File: src/rtl/dram_ctrl_pkg.sv
// Shared types and default timing for the FPM DRAM controller.
package dram_ctrl_pkg;

  typedef enum logic [2:0] {
    StIdle,
    StRow,
    StCol,
    StHold,
    StPrecharge,
    StRefCas,
    StRefRas,
    StRefEnd
  } state_e;

  localparam int unsigned DefRowBits         = 11;
  localparam int unsigned DefColBits         = 11;
  localparam int unsigned DefRefreshInterval = 600;  // 15 us at 40 MHz
  localparam int unsigned DefTRcd            = 2;
  localparam int unsigned DefTRp             = 3;
  localparam int unsigned DefTRfsh           = 4;

  // Wide enough for the longest per-state hold (T_RCD, T_RP, T_RFSH)
  localparam int unsigned PhaseCntW = 4;

  function automatic int unsigned max_u(input int unsigned a, input int unsigned b);
    return (a > b) ? a : b;
  endfunction

endpackage

File: src/rtl/dram_controller_if.sv
// CPU-side strobes/address in, DRAM control and DTACK out.
interface dram_controller_if import dram_ctrl_pkg::*; #(
  parameter int unsigned ROW_BITS = DefRowBits,
  parameter int unsigned COL_BITS = DefColBits
) ();

  localparam int unsigned MaW   = max_u(ROW_BITS, COL_BITS);
  localparam int unsigned AddrW = ROW_BITS + COL_BITS;

  logic             i_dram;   // active-low select
  logic             i_as;     // active-low
  logic             i_uds;    // active-low
  logic             i_lds;    // active-low
  logic             i_rw;     // 1 = read
  logic [AddrW-1:0] i_addr;   // CPU A[22:1]
  logic [MaW-1:0]   o_ma;
  logic             o_ras;
  logic             o_casl;
  logic             o_casu;
  logic             o_we;
  logic             o_dtack_dram;
  logic             o_refresh_busy;

  modport slave (
    input  i_dram, i_as, i_uds, i_lds, i_rw, i_addr,
    output o_ma, o_ras, o_casl, o_casu, o_we, o_dtack_dram, o_refresh_busy
  );

  modport master (
    output i_dram, i_as, i_uds, i_lds, i_rw, i_addr,
    input  o_ma, o_ras, o_casl, o_casu, o_we, o_dtack_dram, o_refresh_busy
  );

endinterface

File: src/rtl/dram_refresh_timer.sv
// Free-running refresh interval counter with a single-entry pending flag.
module dram_refresh_timer import dram_ctrl_pkg::*; #(
  parameter int unsigned REFRESH_INTERVAL = DefRefreshInterval
) (
  input  logic i_clk,
  input  logic i_rst,
  input  logic i_ack,
  output logic o_req
);

  localparam int unsigned CntW = (REFRESH_INTERVAL > 1) ? $clog2(REFRESH_INTERVAL) : 1;

  logic [CntW-1:0] r_cnt;
  logic            r_pending;
  logic            w_wrap;

  assign w_wrap = (r_cnt == CntW'(REFRESH_INTERVAL - 1));
  // The wrap cycle itself already requests, so a same-cycle CPU access loses the tie
  assign o_req  = r_pending | w_wrap;

  // Counter wraps at the interval; pending is a flag, extra wraps are dropped
  always_ff @(posedge i_clk) begin
    if (i_rst) begin
      r_cnt     <= '0;
      r_pending <= 1'b0;
    end else begin
      r_cnt <= w_wrap ? '0 : r_cnt + CntW'(1);
      if (i_ack)       r_pending <= 1'b0;
      else if (w_wrap) r_pending <= 1'b1;
    end
  end

endmodule

File: src/rtl/dram_controller.sv
// FPM DRAM sequencer: RAS/CAS/WE/MA generation, DTACK, CBR refresh arbitration.
module dram_controller import dram_ctrl_pkg::*; #(
  parameter int unsigned ROW_BITS         = DefRowBits,
  parameter int unsigned COL_BITS         = DefColBits,
  parameter int unsigned REFRESH_INTERVAL = DefRefreshInterval,
  parameter int unsigned T_RCD            = DefTRcd,
  parameter int unsigned T_RP             = DefTRp,
  parameter int unsigned T_RFSH           = DefTRfsh
) (
  input logic              i_clk,
  input logic              i_rst,
  dram_controller_if.slave bus
);

  localparam int unsigned MaW   = max_u(ROW_BITS, COL_BITS);
  localparam int unsigned AddrW = ROW_BITS + COL_BITS;

  logic [1:0] r_as_sync, r_uds_sync, r_lds_sync, r_dram_sync;
  logic       w_as, w_uds, w_lds, w_dram;

  state_e                r_state, w_state_d;
  logic [PhaseCntW-1:0]  r_cnt, w_cnt_d;
  logic [COL_BITS-1:0]   r_col, w_col_d;
  logic                  r_rw, w_rw_d;
  logic                  r_lane_u, w_lane_u_d;
  logic                  r_lane_l, w_lane_l_d;
  logic [MaW-1:0]        r_ma, w_ma_d;
  logic                  r_ras, w_ras_d;
  logic                  r_casl, w_casl_d;
  logic                  r_casu, w_casu_d;
  logic                  r_we, w_we_d;
  logic                  r_dtack, w_dtack_d;
  logic                  r_busy, w_busy_d;
  logic                  w_ref_req, w_ref_ack;

  // Two-flop synchronisers for the asynchronous strobes; idle level is high
  always_ff @(posedge i_clk) begin
    if (i_rst) begin
      r_as_sync   <= 2'b11;
      r_uds_sync  <= 2'b11;
      r_lds_sync  <= 2'b11;
      r_dram_sync <= 2'b11;
    end else begin
      r_as_sync   <= {r_as_sync[0], bus.i_as};
      r_uds_sync  <= {r_uds_sync[0], bus.i_uds};
      r_lds_sync  <= {r_lds_sync[0], bus.i_lds};
      r_dram_sync <= {r_dram_sync[0], bus.i_dram};
    end
  end

  assign w_as   = r_as_sync[1];
  assign w_uds  = r_uds_sync[1];
  assign w_lds  = r_lds_sync[1];
  assign w_dram = r_dram_sync[1];

  dram_refresh_timer #(
    .REFRESH_INTERVAL(REFRESH_INTERVAL)
  ) u_refresh_timer (
    .i_clk(i_clk),
    .i_rst(i_rst),
    .i_ack(w_ref_ack),
    .o_req(w_ref_req)
  );

  // State, latched cycle info and registered (glitch-free) DRAM outputs
  always_ff @(posedge i_clk) begin
    if (i_rst) begin
      r_state  <= StIdle;
      r_cnt    <= '0;
      r_col    <= '0;
      r_rw     <= 1'b1;
      r_lane_u <= 1'b0;
      r_lane_l <= 1'b0;
      r_ma     <= '0;
      r_ras    <= 1'b1;
      r_casl   <= 1'b1;
      r_casu   <= 1'b1;
      r_we     <= 1'b1;
      r_dtack  <= 1'b1;
      r_busy   <= 1'b0;
    end else begin
      r_state  <= w_state_d;
      r_cnt    <= w_cnt_d;
      r_col    <= w_col_d;
      r_rw     <= w_rw_d;
      r_lane_u <= w_lane_u_d;
      r_lane_l <= w_lane_l_d;
      r_ma     <= w_ma_d;
      r_ras    <= w_ras_d;
      r_casl   <= w_casl_d;
      r_casu   <= w_casu_d;
      r_we     <= w_we_d;
      r_dtack  <= w_dtack_d;
      r_busy   <= w_busy_d;
    end
  end

  // Next state, then outputs decoded from the next state so they register with it
  always_comb begin
    w_state_d  = r_state;
    w_cnt_d    = r_cnt + PhaseCntW'(1);
    w_col_d    = r_col;
    w_rw_d     = r_rw;
    w_lane_u_d = r_lane_u;
    w_lane_l_d = r_lane_l;
    w_ma_d     = r_ma;
    w_ref_ack  = 1'b0;

    unique case (r_state)
      StIdle: begin
        w_cnt_d = '0;
        if (w_ref_req) begin
          w_ref_ack = 1'b1;
          w_state_d = StRefCas;
        end else if (!w_as && !w_dram) begin
          w_state_d = StRow;
          w_col_d   = bus.i_addr[COL_BITS-1:0];
          w_rw_d    = bus.i_rw;
          w_ma_d    = MaW'(bus.i_addr[AddrW-1:COL_BITS]);
        end
      end
      StRow: begin
        if (w_as) begin
          w_state_d = StPrecharge;
          w_cnt_d   = '0;
        end else if (r_cnt == PhaseCntW'(T_RCD - 1)) begin
          w_state_d = StCol;
          w_cnt_d   = '0;
          w_ma_d    = MaW'(r_col);
        end
      end
      StCol: begin
        if (!w_uds || !w_lds) begin
          // Byte lanes are frozen here for the rest of the cycle
          w_state_d  = StHold;
          w_lane_u_d = !w_uds;
          w_lane_l_d = !w_lds;
        end else if (w_as) begin
          w_state_d = StPrecharge;
          w_cnt_d   = '0;
        end
      end
      StHold: begin
        if (w_as) begin
          w_state_d = StPrecharge;
          w_cnt_d   = '0;
        end
      end
      StPrecharge: begin
        if (r_cnt == PhaseCntW'(T_RP - 1)) begin
          w_state_d = StIdle;
          w_cnt_d   = '0;
        end
      end
      StRefCas: begin
        w_state_d = StRefRas;
        w_cnt_d   = '0;
      end
      StRefRas: begin
        if (r_cnt == PhaseCntW'(T_RFSH - 1)) begin
          w_state_d = StRefEnd;
          w_cnt_d   = '0;
        end
      end
      StRefEnd: begin
        w_state_d = StPrecharge;
        w_cnt_d   = '0;
      end
      default: w_state_d = StIdle;
    endcase

    w_ras_d   = !(w_state_d inside {StRow, StCol, StHold, StRefRas});
    w_casl_d  = !((w_state_d == StHold && w_lane_l_d) || (w_state_d inside {StRefCas, StRefRas}));
    w_casu_d  = !((w_state_d == StHold && w_lane_u_d) || (w_state_d inside {StRefCas, StRefRas}));
    w_we_d    = !((w_state_d inside {StCol, StHold}) && !w_rw_d);
    w_dtack_d = !(w_state_d == StHold);
    w_busy_d  = w_state_d inside {StRefCas, StRefRas};
  end

  assign bus.o_ma           = r_ma;
  assign bus.o_ras          = r_ras;
  assign bus.o_casl         = r_casl;
  assign bus.o_casu         = r_casu;
  assign bus.o_we           = r_we;
  assign bus.o_dtack_dram   = r_dtack;
  assign bus.o_refresh_busy = r_busy;

endmodule

File: src/flat_wrapper.sv
// flat-port wrapper written by rule: the top's interface ports become plain ports
module dram_controller_flat import dram_ctrl_pkg::*;
#(
  parameter int unsigned ROW_BITS         = DefRowBits,
  parameter int unsigned COL_BITS         = DefColBits,
  parameter int unsigned REFRESH_INTERVAL = DefRefreshInterval,
  parameter int unsigned T_RCD            = DefTRcd,
  parameter int unsigned T_RP             = DefTRp,
  parameter int unsigned T_RFSH           = DefTRfsh
)
  (i_clk, i_rst, bus_i_dram, bus_i_as, bus_i_uds, bus_i_lds, bus_i_rw, bus_i_addr, bus_o_ma, bus_o_ras, bus_o_casl, bus_o_casu, bus_o_we, bus_o_dtack_dram, bus_o_refresh_busy);
  dram_controller_if #(.ROW_BITS(ROW_BITS), .COL_BITS(COL_BITS)) bus_i ();
  input logic i_clk;
  input logic i_rst;
  input wire logic [$bits(bus_i.i_dram)-1:0] bus_i_dram;
  input wire logic [$bits(bus_i.i_as)-1:0] bus_i_as;
  input wire logic [$bits(bus_i.i_uds)-1:0] bus_i_uds;
  input wire logic [$bits(bus_i.i_lds)-1:0] bus_i_lds;
  input wire logic [$bits(bus_i.i_rw)-1:0] bus_i_rw;
  input wire logic [$bits(bus_i.i_addr)-1:0] bus_i_addr;
  output wire logic [$bits(bus_i.o_ma)-1:0] bus_o_ma;
  output wire logic [$bits(bus_i.o_ras)-1:0] bus_o_ras;
  output wire logic [$bits(bus_i.o_casl)-1:0] bus_o_casl;
  output wire logic [$bits(bus_i.o_casu)-1:0] bus_o_casu;
  output wire logic [$bits(bus_i.o_we)-1:0] bus_o_we;
  output wire logic [$bits(bus_i.o_dtack_dram)-1:0] bus_o_dtack_dram;
  output wire logic [$bits(bus_i.o_refresh_busy)-1:0] bus_o_refresh_busy;
  assign bus_i.i_dram = bus_i_dram;
  assign bus_i.i_as = bus_i_as;
  assign bus_i.i_uds = bus_i_uds;
  assign bus_i.i_lds = bus_i_lds;
  assign bus_i.i_rw = bus_i_rw;
  assign bus_i.i_addr = bus_i_addr;
  assign bus_o_ma = bus_i.o_ma;
  assign bus_o_ras = bus_i.o_ras;
  assign bus_o_casl = bus_i.o_casl;
  assign bus_o_casu = bus_i.o_casu;
  assign bus_o_we = bus_i.o_we;
  assign bus_o_dtack_dram = bus_i.o_dtack_dram;
  assign bus_o_refresh_busy = bus_i.o_refresh_busy;
  dram_controller #(.ROW_BITS(ROW_BITS), .COL_BITS(COL_BITS), .REFRESH_INTERVAL(REFRESH_INTERVAL), .T_RCD(T_RCD), .T_RP(T_RP), .T_RFSH(T_RFSH)) u_core (.i_clk(i_clk), .i_rst(i_rst), .bus(bus_i));
endmodule
File: config.mk
export PLATFORM = sky130hd
export DESIGN_NAME = dram_controller_flat
export DESIGN_NICKNAME = d
export VERILOG_FILES = /design/src/rtl/dram_ctrl_pkg.sv /design/src/rtl/dram_controller_if.sv /design/src/rtl/dram_refresh_timer.sv /design/src/rtl/dram_controller.sv /design/src/flat_wrapper.sv
export SDC_FILE = /design/constraint.sdc
export NUM_CORES = 1
export LEC_CHECK = 0
export CAP_MARGIN = 20
export CORE_MARGIN = 5
export CORE_UTILIZATION = 47
export CTS_CLUSTER_SIZE = 40
export DETAILED_ROUTE_END_ITERATION = 16
export PLACE_DENSITY = 0.76
export SYNTH_ARGS = -nofsm -noshare
export SYNTH_HDL_FRONTEND = slang
export SYNTH_SLANG_ARGS = --single-unit
File: constraint.sdc
create_clock -name i_clk -period 1.8 [get_ports i_clk]
set_input_delay 0.27 -clock i_clk [delete_from_list [all_inputs] [get_ports i_clk]]
set_output_delay 0.27 -clock i_clk [all_outputs]
set_load 0.02 [all_outputs]
[Word level (Yosys, flattened, before mapping)]
Index checks and enable logic that the tools add are counted.
Storage, ports and cells
  logic and storage cells: 100
  register bits after elaboration: 57
  output and inout bits: 17
  bits of input ports: 29
Cells by class
  $add $sub $neg: 2
  bitwise logic cells: 2
  eq/ne operators: 20
  reductions and logical operators: 27
  muxes and demuxes: 30
Operators with widths (number)
  $mux 11: 4
  $mux 3: 8
  $mux 4: 6
  $pmux 3 s8: 1
  $pmux 4 s6: 1
  $pmux 11 s2: 1
  $eq 3x3->1 const B: 6
  $eq 3x2->1 const B: 4
  $add 10x1->10 const B: 1
  $eq 10x10->1 const B: 1
  $logic_not 1->1: 10
  $mux 1: 9
  $eq 4x2->1 const B: 2
  $eq 3x1->1 const B: 2
  $reduce_bool 2->1: 3
  $reduce_and 5->1: 1
  $add 4x1->4 const B: 1
  $eq 4x1->1 const B: 1
  $logic_and 1x1->1: 4
  $ne 2x1->1 const B: 2
  $ne 2x2->1 const B: 2
  $reduce_bool 4->1: 1
  $reduce_or 2->1: 2
  $logic_not 3->1: 1
  5 further kinds: 7

[Depth between registers and ports, before layout]
Gate-level depths: netlist of the first run.
  depth in word-level cells: 9
  depth in mapped cells: 7
  mapped depth without buffers: 7

[Cells and area by module]
From an unflattened synthesis of the first run, not the netlist that was laid out.
Unflattened totals
  cell total of the unflattened synthesis: 284
  area total of the unflattened synthesis: 2463.6 µm²
By module, submodules not included
  dram_controller: instances 1, cells an instance 232, sequential area each 920.9 µm², area each 1976.9 µm²
  dram_refresh_timer: instances 1, cells an instance 52, sequential area each 220.2 µm², area each 486.7 µm²

[Least setup slack after synthesis of the first run]
OpenSTA, ideal clock, no wires.
  path type: reg2reg
  from: register u_core.r_cnt[0]
  to: register u_core.r_casl, in the netlist u_core.bus.o_casl
  cell stages (with the launch flop): 7
  required time: 1672 ps
  buffers on the path: 0
  setup time: 128 ps
  period minus slack after synthesis: 1766 ps
  setup slack: 34 ps
  data arrival time: 1638 ps
  path through: dfxtp_1 -> ha_1 -> or3b_1 -> a32o_1 -> nor3_2 -> xor2_1 -> a22oi_1
Between the ends
  longest elaborated chain between the ends: 8
  elaborated cells between the ends (all ways): 15
  those cells by class: eq/ne: 6; mux: 5; reduce/logical: 4
Ends and longest elaborated chain
  start: declaration: line dram_controller.sv:22  | logic [PhaseCntW-1:0] r_cnt, w_cnt_d;
  start signal: assignment: line dram_controller.sv:83  | r_cnt <= w_cnt_d;
  $eq 4x1->1: line dram_controller.sv:126  | end else if (r_cnt == PhaseCntW'(T_RCD - 1)) begin
  $mux 3: line dram_controller.sv:126
  $mux 3: line dram_controller.sv:123  | if (w_as) begin
  $pmux 3 s8 (*): line dram_controller.sv:109  | unique case (r_state)
  $eq 3x3->1 or $eq 3x2->1 (tied branches): line dram_controller.sv:173  | w_casl_d = !((w_state_d == StHold && w_lane_l_d) || (w_state_d inside {StRefCas, StRefRas}));
  $reduce_bool 2->1 or $logic_and 1x1->1 (tied branches): line dram_controller.sv:173
  $logic_or 1x1->1 (*): line dram_controller.sv:173
  $logic_not 1->1 (*): line dram_controller.sv:173
  end signal: assignment: line dram_controller.sv:90  | r_casl <= w_casl_d;
  end: declaration: line dram_controller.sv:29  | logic r_casl, w_casl_d;
Every way passes the cells marked *; elsewhere a longest branch is shown, timed or not.
A chain may end at the register's enable or synchronous reset.

[Worst setup path in the final report of the first run]
  from: register u_core.u_refresh_timer.r_cnt[5]
  to: register u_core.r_casl, in the netlist u_core.bus.o_casl
Between the ends
  longest elaborated chain between the ends: 8
  elaborated cells between the ends (all ways): 11
  those cells by class: eq/ne: 4; mux: 2; bitwise: 1; reduce/logical: 4
Ends and longest elaborated chain
  start: declaration: line dram_refresh_timer.sv:13  | logic [CntW-1:0] r_cnt;
  start signal: assignment: line dram_refresh_timer.sv:27  | r_cnt <= w_wrap ? '0 : r_cnt + CntW'(1);
  $eq 10x10->1 (*): line dram_refresh_timer.sv:17  | assign w_wrap = (r_cnt == CntW'(REFRESH_INTERVAL - 1));
  $or 1x1->1 (*): line dram_refresh_timer.sv:19  | assign o_req = r_pending | w_wrap;
  $mux 3 (*): line dram_controller.sv:112  | if (w_ref_req) begin
  $pmux 3 s8 (*): line dram_controller.sv:109
  $eq 3x3->1 or $eq 3x2->1 (tied branches): line dram_controller.sv:173
  $reduce_bool 2->1 or $logic_and 1x1->1 (tied branches): line dram_controller.sv:173
  $logic_or 1x1->1 (*): line dram_controller.sv:173
  $logic_not 1->1 (*): line dram_controller.sv:173
Marks and branches as above.

==> qor.txt, run 1 <==
Status: completed
Final nets: 351
Worst path bufs/invs: 0
Synth cell types: 50
Fraction of the yosys area taken by sequential cells: 45.6%
Critical path peak fanout: 4
Fin cells: 393
Starting Density: 48.7%
FMAX: 0.572 GHz
Inserted Clock Buffers: 9
Power Total: 3.30 mW
Switching Share: 27.1%
Ys Warns: 0
# diodes: 0
Avg WL per Cell: 13.0 um
FP Rows: 26
Layout cells sized above 1: 21.4%
Critical path type: flop to flop
Hold_buf cts: 0
CP Launch Type: flop
Setup violations, final: 0
CP Cell Sequence: or3b_4 > o31ai_4 > o311a_1 > and2b_2 > a22oi_1
GRT Overall Usage: 15.2%
Final Hold Slack: 409 ps
Critical path arrival: 1950 ps
Clk slew on worst S/H paths: 60 ps
Synth Flop Type: dfxtp_1
ANT nets after route: 0
Worst-Skew Late Latency: 330 ps
Vias in the first global route: 1975
GP Congestion: 0.840
First-pass DRT Iterations: 4
IO Pins: 46
Setup ws final: 51.2 ps
Worst Path Required: 2000 ps
Layout area overhead: 34.2%
Drt total wl: 5100 um
Post-Place Cells: 375
Leak: 1.30 nW
Die area: 0.00688 mm^2
Post-synthesis compound-gate area fraction: 15.3%
Most frequent cells in the layout: dfxtp_1 (54), clkdlybuf4s50_1 (45), nor2_1 (44), mux2i_1 (22), buf_4 (19)
Tcrit/Tclk final: 97.2%
Pins Over Slew Limit: 0
Cells after Synth: 254
HPWL Detailed: 3670 um
Net count after synthesis: 287
Filler cell count: 447
Xor/xnor cell area share of the yosys netlist: 3.85%
Total congestion overflow: 0
Largest net degree at the start of global routing: 23
P per Cell Area: 982 mW/mm^2
Final Hold Fails: 0
Slowest stage delay, CP: 450 ps
P_int: 2.40 mW
Post-synth EDFFs: 0
CP Capture Type: flop
Iter 0 DRT Violations: 96
Htree depth: 3
Mapped Area: 0.00250 mm^2
Post-synthesis mux area share: 8.80%
Yosys reg bits: 57
Crit path max-delay family: compound AO/OA/AOI/OAI gates
Commonest non-fill, non-tap cell in the layout: dfxtp_1
Die Span Y: 83.0 um
Post-synthesis simple-gate area fraction: 21.0%
Comb power frac: 22.5%
Placement Setup Slack: 65.3 ps
Tmin final: 1750 ps
Post-Syn Area per Cell: 9.85 um^2
Maximum vdd drop: 0.000612 V
Slew @ Worst Pin: 475 ps
Via density: 5.01
CTS tree: built
Max-cap check violation count: 0
Synth Area in Adders: 2.00%
Switch Pwr: 892 uW
Worst Hold Class: flop to flop
Die Wd: 83.0 um
Port Buffers: 45
Via Count: 1968
Async SR Flop Fraction: 0%
CP max stage cell: or3b_4
Largest family of logic cells by synthesized area: simple AND/OR/NAND/NOR gates
Antenna violations before repair: 0
Worst Clk Skew: 6.60 ps
CTS root buf: clkbuf_8
Clock Power Share: 34.9%
Residual DRC: 0
First-pass GRT wire length: 8550 um
Clock Tree Buf Depth: 2
RSZ-0062 raised after global routing: true
Core area: 0.00514 mm^2
CTS sink cnt: 57
Core Util, Final: 65.3%
Seq pwr share: 42.5%
Slew HR: 68.2%
==> synth_stat cells, types with 2 or more instances <==
cell type / instances / area (um^2)
dfxtp_1: 57 / 1140
nor2_1: 45 / 169
mux2i_1: 22 / 220
or2_2: 10 / 62.6
a211oi_2: 9 / 113
a21oi_1: 8 / 40.0
nand2_1: 8 / 30.0
xor2_1: 7 / 61.3
nor2b_1: 6 / 37.5
clkbuf_1: 5 / 18.8
inv_1: 5 / 18.8
nand2b_1: 5 / 31.3
o21ai_0: 5 / 25.0
buf_2: 4 / 20.0
ha_1: 4 / 50.1
xnor2_1: 4 / 35.0
a211oi_1: 3 / 22.5
and2_1: 3 / 18.8
nand3_1: 3 / 15.0
nor3_1: 3 / 15.0
o21a_1: 3 / 22.5
a211o_1: 2 / 17.5
a22oi_1: 2 / 15.0
and3_1: 2 / 12.5
buf_4: 2 / 15.0
nand4_1: 2 / 12.5
or3_1: 2 / 12.5
==> cells by family after synthesis <==
kind of cell / count (synthesis)
adders and majority gates: 4
buffers and inverters: 18
muxes: 22
DFF: 57
AOI/OAI and AO/OA: 43
xor gates and xnor gates: 11
and+or+nand+nor: 99
==> final timing paths <==
| path | cells past startpoint | slack [ps] | start | end |
|---|---|---|---|---|
| setup reg to reg | 5 | 50 | u_core.u_refresh_timer.r_cnt[5]$_SDFF_PP0_ | u_core.bus.o_casl$_SDFF_PP1_ |
| setup / recovery | 5 | 50 | u_core.u_refresh_timer.r_cnt[5]$_SDFF_PP0_ | u_core.bus.o_casl$_SDFF_PP1_ |
| hold / removal | 1 | 410 | u_core.r_as_sync[0]$_SDFF_PP1_ | u_core.r_as_sync[1]$_SDFF_PP1_ |
| hold reg to reg | 1 | 410 | u_core.r_as_sync[0]$_SDFF_PP1_ | u_core.r_as_sync[1]$_SDFF_PP1_ |
==> power groups by stage <==
stage	clock (mW)	combinational, mW	sequential, mW
floorplan	0	0.380	1.49
CTS	1.18	0.735	1.40
finish	1.15	0.742	1.40
global placement	0	0.719	1.42
global route	1.26	0.802	1.41
detailed placement	0	0.730	1.43
==> flip-flops by register name (all words and copies together), names as in the netlist, 2 cells and up <==
| name | cells |
|---|---|
| u_core.bus.o_ma | 11 |
| u_core.r_col | 11 |
| u_core.u_refresh_timer.r_cnt | 10 |
| u_core.r_cnt | 4 |
| u_core.r_state | 3 |
| u_core.r_as_sync | 2 |
| u_core.r_dram_sync | 2 |
| u_core.r_lds_sync | 2 |
| u_core.r_uds_sync | 2 |
==> through the flow <==
| stage | cell area [um^2] | setup TNS [ps] |
|---|---|---|
| 2_1_floorplan | 2500 | 0 |
| 3_3_place_gp | 3130 | 0 |
| 3_5_place_dp | 3130 | 0 |
| 4_1_cts | 3320 | 0 |
| 5_1_grt | 3360 | -20.6 |
| 6_report | 3360 | 0 |
==> repair_timing <==
item,4_1_cts,5_1_grt
buffers inserted,0,1
resized for setup,0,12
setup endpoints to repair,0,25
==> area by class of cell <==
cell class,instances,area [um^2],share of cell area [%]
multi-input combinational,179,1290,38.5
clock inverter,3,40.0,1.19
inverter,5,18.8,0.559
clock buffer,13,149,4.44
tap,70,87.6,2.61
timing repair buffer,66,624,18.6
sequential,57,1140,34.1
==> routing by layer <==
metal  track usage, %  share of wire (%)  up-vias
met1             17.8                 46      905
li1                 -                  -     1009
met4             5.79                1.7        0
met2             24.6                 46       42
met3             6.53                6.4       12
met5                0                  0        -
Note: power is estimated with default switching activity, not from simulation.
==> run 2, diff against run 1 <==
GPL_ROUTABILITY_DRIVEN = 1   (was unset)
==> results of run 2 <==
Same layout as run 1: the final DEF is identical, and so are final timing and power.
==> run 3, diff against run 2 <==
HOLD_SLACK_MARGIN = 0.03   (was unset)
==> results of run 3 <==
Same layout as run 1: the final DEF is identical, and so are final timing and power.
